$ cat config.mk
export PLATFORM = sky130hd
export DESIGN_NAME = sdram_arb4
export DESIGN_NICKNAME = d
export VERILOG_FILES = /design/src/rtl/sdram_arb4.sv
export SDC_FILE = /design/constraint.sdc
export NUM_CORES = 1
export LEC_CHECK = 0
export CAP_MARGIN = 15
export CORE_AREA = 3 3 164 166
export CTS_CLUSTER_DIAMETER = 200
export DETAILED_ROUTE_END_ITERATION = 7
export DIE_AREA = 0 0 167 169
export GPL_TIMING_DRIVEN = 0
export PLACE_DENSITY = 0.65
export RECOVER_POWER = 25
export SYNTH_ARGS = -nofsm -noshare
export SYNTH_HDL_FRONTEND = slang
export SYNTH_SLANG_ARGS = --single-unit
$ cat constraint.sdc
create_clock -name clk -period 4 [get_ports clk]
set_input_delay 0.6 -clock clk [delete_from_list [all_inputs] [get_ports clk]]
set_output_delay 0.6 -clock clk [all_outputs]
set_load 0.02 [all_outputs]
$ cat src/rtl/sdram_arb4.sv
//==============================================================================
// Module      : sdram_arb4
// Description : Four-port SDRAM request arbiter with starvation promotion and
//               in-order read-owner tracking for ack routing.
// Revision    : 1.0 - initial release
//==============================================================================
`default_nettype none

module sdram_arb4 #(
    parameter int STARVE_LIMIT = 64,
    parameter int RD_DEPTH     = 4
) (
    input  logic          clk,
    input  logic          rst,
    input  logic [127:0]  p_addr,
    input  logic [127:0]  p_wdata,
    input  logic [15:0]   p_wr,
    input  logic [3:0]    p_rd,
    output logic [3:0]    p_accept,
    output logic [3:0]    p_ack,
    output logic [31:0]   p_rdata,
    output logic [31:0]   c_addr,
    output logic [31:0]   c_wdata,
    output logic [3:0]    c_wr,
    output logic          c_rd,
    input  logic          c_accept,
    input  logic          c_ack,
    input  logic [31:0]   c_rdata,
    output logic          orphan_ack
);

    localparam int              c_PW         = (RD_DEPTH > 1) ? $clog2(RD_DEPTH) : 1;
    localparam logic [0:0]      c_ST_IDLE    = 1'b0;
    localparam logic [0:0]      c_ST_GRANT   = 1'b1;
    localparam logic [7:0]      c_LIMIT      = 8'(STARVE_LIMIT);
    localparam logic [7:0]      c_CNT_ONE    = 8'd1;
    localparam logic [c_PW-1:0] c_PTR_ONE    = 1;
    localparam logic [c_PW:0]   c_FIFO_ONE   = 1;
    localparam logic [c_PW:0]   c_FIFO_FULL  = RD_DEPTH;

    logic [0:0]      r_state, w_state_nxt;
    logic [1:0]      r_grant, w_grant_nxt;
    logic [1:0]      r_rr, w_rr_nxt;
    logic [1:0]      r_fifo [RD_DEPTH];
    logic [c_PW-1:0] r_wptr, r_rptr;
    logic [c_PW:0]   r_count;

    logic [3:0] w_req, w_elig, w_starving;
    logic [2:0] w_sel_starve, w_sel_rr;
    logic       w_pick_vld;
    logic [1:0] w_pick;
    logic       w_full, w_push, w_pop;

    // Returns {found, port}; scans ports 1..3 starting at 'start', wrapping 3 -> 1.
    function automatic logic [2:0] rr_pick(input logic [3:0] mask, input logic [1:0] start);
        logic [1:0] p;
        rr_pick = 3'b000;
        p = start;
        for (int k = 0; k < 3; k++) begin
            if (!rr_pick[2] && mask[p]) rr_pick = {1'b1, p};
            p = (p == 2'd3) ? 2'd1 : p + 2'd1;
        end
    endfunction

    assign w_full = (r_count == c_FIFO_FULL);

    always_comb begin
        for (int i = 0; i < 4; i++) begin
            w_req[i]  = p_rd[i] | (|p_wr[4*i +: 4]);
            w_elig[i] = w_req[i] & ~(p_rd[i] & w_full);
        end
    end

    assign w_starving[0] = 1'b0;

    for (genvar j = 1; j < 4; j++) begin : g_starve
        logic [7:0] r_cnt;
        always_ff @(posedge clk) begin
            if (rst) begin
                r_cnt <= '0;
            end else if (!w_req[j] || p_accept[j]) begin
                r_cnt <= '0;
            end else if (r_cnt != c_LIMIT) begin
                r_cnt <= r_cnt + c_CNT_ONE;
            end
        end
        assign w_starving[j] = (r_cnt == c_LIMIT);
    end

    always_comb begin
        w_sel_starve = rr_pick(w_elig & w_starving, r_rr);
        w_sel_rr     = rr_pick(w_elig & 4'b1110, r_rr);
        w_pick_vld   = 1'b1;
        w_pick       = 2'd0;
        if (w_sel_starve[2]) begin
            w_pick = w_sel_starve[1:0];
        end else if (w_elig[0]) begin
            w_pick = 2'd0;
        end else if (w_sel_rr[2]) begin
            w_pick = w_sel_rr[1:0];
        end else begin
            w_pick_vld = 1'b0;
        end
    end

    always_ff @(posedge clk) begin
        if (rst) begin
            r_state <= c_ST_IDLE;
            r_grant <= 2'd0;
            r_rr    <= 2'd1;
        end else begin
            r_state <= w_state_nxt;
            r_grant <= w_grant_nxt;
            r_rr    <= w_rr_nxt;
        end
    end

    // Outputs are forced quiet while rst is high, even if the state is still GRANT.
    always_comb begin
        w_state_nxt = r_state;
        w_grant_nxt = r_grant;
        w_rr_nxt    = r_rr;
        p_accept    = 4'b0000;
        c_addr      = '0;
        c_wdata     = '0;
        c_wr        = 4'b0000;
        c_rd        = 1'b0;
        if (r_state == c_ST_IDLE) begin
            if (w_pick_vld) begin
                w_state_nxt = c_ST_GRANT;
                w_grant_nxt = w_pick;
                if (w_pick != 2'd0) w_rr_nxt = (w_pick == 2'd3) ? 2'd1 : w_pick + 2'd1;
            end
        end else if (!rst) begin
            c_addr  = p_addr[{r_grant, 5'b00000} +: 32];
            c_wdata = p_wdata[{r_grant, 5'b00000} +: 32];
            c_wr    = p_wr[{r_grant, 2'b00} +: 4];
            c_rd    = p_rd[r_grant];
            if (c_accept) begin
                p_accept[r_grant] = 1'b1;
                w_state_nxt       = c_ST_IDLE;
            end
        end
    end

    assign w_push  = (|p_accept) & c_rd;
    assign w_pop   = c_ack & ~rst & (r_count != '0);
    assign p_ack   = w_pop ? (4'b0001 << r_fifo[r_rptr]) : 4'b0000;
    assign p_rdata = c_rdata;

    always_ff @(posedge clk) begin
        if (rst) begin
            r_wptr     <= '0;
            r_rptr     <= '0;
            r_count    <= '0;
            orphan_ack <= 1'b0;
        end else begin
            if (w_push) begin
                r_fifo[r_wptr] <= r_grant;
                r_wptr         <= r_wptr + c_PTR_ONE;
            end
            if (w_pop) r_rptr <= r_rptr + c_PTR_ONE;
            if (w_push && !w_pop) begin
                r_count <= r_count + c_FIFO_ONE;
            end else if (!w_push && w_pop) begin
                r_count <= r_count - c_FIFO_ONE;
            end
            if (c_ack && (r_count == '0)) orphan_ack <= 1'b1;
        end
    end

endmodule

`default_nettype wire

==> summary.txt <==
STA
  – TNS Setup: 0 ns
  – Final Hold Viols: 0
  – Relative slew slack: 0.466
  – Ratio of final minimum period to clock period: 0.948
  – Post-route clock skew: 0.00758 ns
  – Unrepaired setup endpoints after global routing: false
  – Min Clock Period, post-route: 3.79 ns
  – Measured slew at the worst slew-check pin: 0.801 ns
  – Pins Over Slew Limit: 0
  – Final setup vio count: 0
  – Fmax: 264 MHz

Critical path
  – CP required: 3.40 ns
  – Startpoint kind of the worst setup timing path: register
  – Max FO, Critical Path: 10
  – Signal arrival time at the worst endpoint: 3.19 ns
  – Worst r2r dst: r_rr[1]
  – Worst flop-to-flop path startpoint: r_rr[0]
  – Endpoint of the worst setup timing path: c_wdata[12]
  – Critical path capture point type: output pin
  – Source of the critical timing path: r_grant[0]
  – Depth of the most critical reg-to-reg path: 13
  – Path type of the worst setup path: reg2out
  – Worst reg2reg setup slack: 0.84 ns

Finish
  – Layout cells sized above 1: 0.156
  – Area growth from synthesis to layout: 87.9%
  – Count of filler cells inserted in the layout: 2,633
  – Nets: 1,227
  – Final cell area excluding filler cells: 9580 sq um
  – FF/Latch Area: 1020 sq um
  – Combined area of the multi-input logic cells: 3610 sq um

Synth
  – Async S/R FF share, synth: 0
  – Distinct cell type count after synthesis: 67
  – Post-Syn Nets: 832
  – Number of warnings issued by yosys: 0
  – Post-synthesis register bit count: 47
  – Syn avg cell area: 10.1 sq um
  – Number of standard cells after synthesis: 504
  – Library cell with the highest instance count after synthesis: sky130_fd_sc_hd__and3_1
  – Cell area after technology mapping: 5100 sq um
  – Area fraction of the dominant cell type after synthesis: 0.309
  – Number of flops mapped to enable cells by yosys: 8
  – Most used DFF post-synth: sky130_fd_sc_hd__dfxtp_1
  – Cell type contributing the most total cell area after synthesis: sky130_fd_sc_hd__mux4_2
  – Sequential cell area fraction in the yosys report: 0.200
  – Top cells by area, synth: sky130_fd_sc_hd__mux4_2 (31%), sky130_fd_sc_hd__dfxtp_1 (15%), sky130_fd_sc_hd__and3_1 (9.3%), sky130_fd_sc_hd__buf_4 (4.7%), sky130_fd_sc_hd__edfxtp_1 (4.7%)
  – Synth cell count leaders: sky130_fd_sc_hd__and3_1 (76), sky130_fd_sc_hd__mux4_2 (70), sky130_fd_sc_hd__nor2_1 (51)

Placement
  – Post-DP HPWL: 27.4 mm
  – Final weighted congestion in routability-driven placement: 0.908
  – Number of I/O port buffers: 388
  – Instance area after placement: 9400 sq um

Routing
  – Routed WL per cell: 25.0 um
  – DRC Markers: 0
  – Avg Vias per Cell: 4.79
  – DRT iter0 DRCs: 359
  – Detailed-route wire length: 31.3 mm
  – Antenna Violating Nets Remaining: 0
  – Number of vias after detailed routing: 5,981
  – Pre-antenna DRT Iters: 5

Power
  – Pwr per Cell Area: 184 nW/um^2
  – P_sw: 0.531 mW
  – Clock Power Share: 0.241
  – Internal power component: 1.23 mW
  – Comb power frac: 0.459
  – Cell leakage power: 3.58 nW
  – Max VDD drop: 0.000149 V
  – Sequential share of power: 0.300
  – Switching share of total power: 0.302

Global route
  – Combined global-route utilization of all metal layers: 0.209
  – Via count of the first global-routing pass: 6,093
  – Initial antenna violation count: 28
  – Global-route wire length before repair: 42.9 mm
  – Total congestion overflow after global routing: 0
  – Maximum number of pins on one net before global-route repair: 16

Clock network
  – Post-CTS Resized: 5
  – Clock buffer count from CTS: 5
  – Number of setup buffers added after CTS: 0
  – Clock slew seen by the registers of the worst setup and hold paths: 0.07 ns
  – Post-CTS Hold Fix Bufs: 0
  – Number of sinks handled by clock tree synthesis: 47
  – Latest clock arrival within the worst-skew pair: 0.29 ns
  – CTS Buffer Depth: 2
  – Cell at the root of the clock tree: sky130_fd_sc_hd__clkbuf_16
  – H-tree depth reported by CTS: 2
  – Clock tree from TritonCTS: done

Floorplanning
  – Top-Level Pins: 422
  – Die W: 167 um
  – Total die area: 28,200 sq um
  – Placeable core area: 25,800 sq um
  – Row cnt: 59
  – Starting utilization of the core area: 0.198
  – Vertical die dimension: 169 um

Flow run
  – Max-Cap Viols: 0

Hold path
  – Hold crit path type: reg2reg

Status
  – Outcome: completed
==> area by class of cell <==
| cell class | instances | share of cell area |
|---|---|---|
| Antenna cell | 14 | 0.00366 |
| Timing Repair Buffer | 388 | 0.405 |
| Clock buffer | 6 | 0.0135 |
| Buffer | 68 | 0.0411 |
| Tap cell | 335 | 0.0438 |
| Sequential cell | 47 | 0.107 |
| Inverter | 18 | 0.00705 |
| Clock inverter | 2 | 0.00170 |
| Multi-Input combinational cell | 371 | 0.377 |
==> metal layers <==
metal	track usage	vias to the layer above	routed length [um]	share of wire
met4	0.0843	0	898	0.029
met1	0.224	2915	10900	0.35
li1	-	2688	-	-
met3	0.0283	63	1560	0.050
met5	0	-	0	0
met2	0.411	315	18000	0.57
==> critical path, stage by stage, from the launching register on <==
cell and delay, ns:
sky130_fd_sc_hd__dfxtp_1 0.48, sky130_fd_sc_hd__clkbuf_2 0.43, sky130_fd_sc_hd__buf_1 0.65, sky130_fd_sc_hd__mux4_2 0.59, sky130_fd_sc_hd__and3_1 0.20, sky130_fd_sc_hd__clkdlybuf4s50_1 0.55
==> flip-flops by register name (all words and copies together), names as in the netlist, named ones only <==
signal / cells
g_starve.r_cnt: 24
orphan_ack: 1
r_state: 1
r_grant: 2
r_rr: 2
r_count: 3
r_fifo: 8
r_rptr: 2
r_wptr: 2
==> cell usage in the layout (no fill, tap or decap), types with 3 or more instances in the layout <==
| cell type | synthesis | final |
|---|---|---|
| sky130_fd_sc_hd__a21oi_1 | 13 | 13 |
| sky130_fd_sc_hd__and2_1 | 5 | 5 |
| sky130_fd_sc_hd__and3_1 | 76 | 76 |
| sky130_fd_sc_hd__buf_1 | 6 | 5 |
| sky130_fd_sc_hd__buf_2 | 4 | 5 |
| sky130_fd_sc_hd__buf_4 | 32 | 32 |
| sky130_fd_sc_hd__clkbuf_1 | 24 | 22 |
| sky130_fd_sc_hd__clkbuf_16 | 0 | 5 |
| sky130_fd_sc_hd__clkbuf_2 | 0 | 4 |
| sky130_fd_sc_hd__clkdlybuf4s50_1 | 0 | 363 |
| sky130_fd_sc_hd__dfxtp_1 | 39 | 39 |
| sky130_fd_sc_hd__diode_2 | 0 | 14 |
| sky130_fd_sc_hd__dlygate4sd3_1 | 0 | 25 |
| sky130_fd_sc_hd__edfxtp_1 | 8 | 8 |
| sky130_fd_sc_hd__ha_1 | 15 | 15 |
| sky130_fd_sc_hd__inv_1 | 17 | 18 |
| sky130_fd_sc_hd__mux4_2 | 70 | 70 |
| sky130_fd_sc_hd__nand2_1 | 18 | 18 |
| sky130_fd_sc_hd__nand2b_1 | 5 | 5 |
| sky130_fd_sc_hd__nand3_1 | 19 | 19 |
| sky130_fd_sc_hd__nor2_1 | 51 | 51 |
| sky130_fd_sc_hd__nor3_1 | 10 | 10 |
| sky130_fd_sc_hd__o211ai_1 | 3 | 3 |
| sky130_fd_sc_hd__o21ai_0 | 3 | 3 |
| sky130_fd_sc_hd__or3_1 | 3 | 3 |
| sky130_fd_sc_hd__or4_4 | 3 | 3 |
| sky130_fd_sc_hd__xnor2_1 | 10 | 10 |
| sky130_fd_sc_hd__xor2_1 | 16 | 16 |
==> power groups by stage <==
stage	clock, mW	combinational, mW	sequential (mW)
floorplan	0	0.348	0.533
global placement	0	0.814	0.539
detailed placement	0	0.815	0.540
CTS	0.428	0.820	0.529
global route	0.444	0.862	0.533
finish	0.424	0.809	0.529
==> kinds of logic (layout without fill, tap and decap cells) <==
logic type,Yosys count,after routing,synth area share
other cells,0,14,0
mux,73,73,0.318
compound gates,46,46,0.0748
flops,47,47,0.200
xor+xnor,26,26,0.0447
simple gates,210,210,0.230
buf+inv,86,482,0.0913
fa+ha+maj,16,16,0.0407
==> through the flow <==
| step | utilization | worst slack (ns) | cells | power [mW] | hold WS [ns] |
|---|---|---|---|---|---|
| floorplan | - | 1.05 | 504 | 0.882 | 0.473 |
| global placement | 0.365 | 0.0547 | 1227 | 1.35 | 0.460 |
| detailed placement | 0.365 | 0.0528 | 1227 | 1.35 | 0.468 |
| CTS | 0.371 | 0.186 | 1235 | 1.78 | 0.488 |
| global route | 0.371 | 0.00723 | 1246 | 1.84 | 0.517 |
| finish | 0.372 | 0.208 | 1249 | 1.76 | 0.475 |
==> how the worst min path moves through the flow <==
stage                    startpoint                   end  slack [ns]  cells after the start
6_report                 orphan_ack            orphan_ack        0.48                      2
5_1_grt                  orphan_ack            orphan_ack        0.52                      2
4_1_cts                  orphan_ack            orphan_ack        0.49                      2
3_5_place_dp             orphan_ack            orphan_ack        0.47                      2
3_3_place_gp             orphan_ack            orphan_ack        0.46                      2
2_1_floorplan  g_starve[1].r_cnt[1]  g_starve[1].r_cnt[1]        0.47                      2
Note: power is estimated with default switching activity, not from simulation.
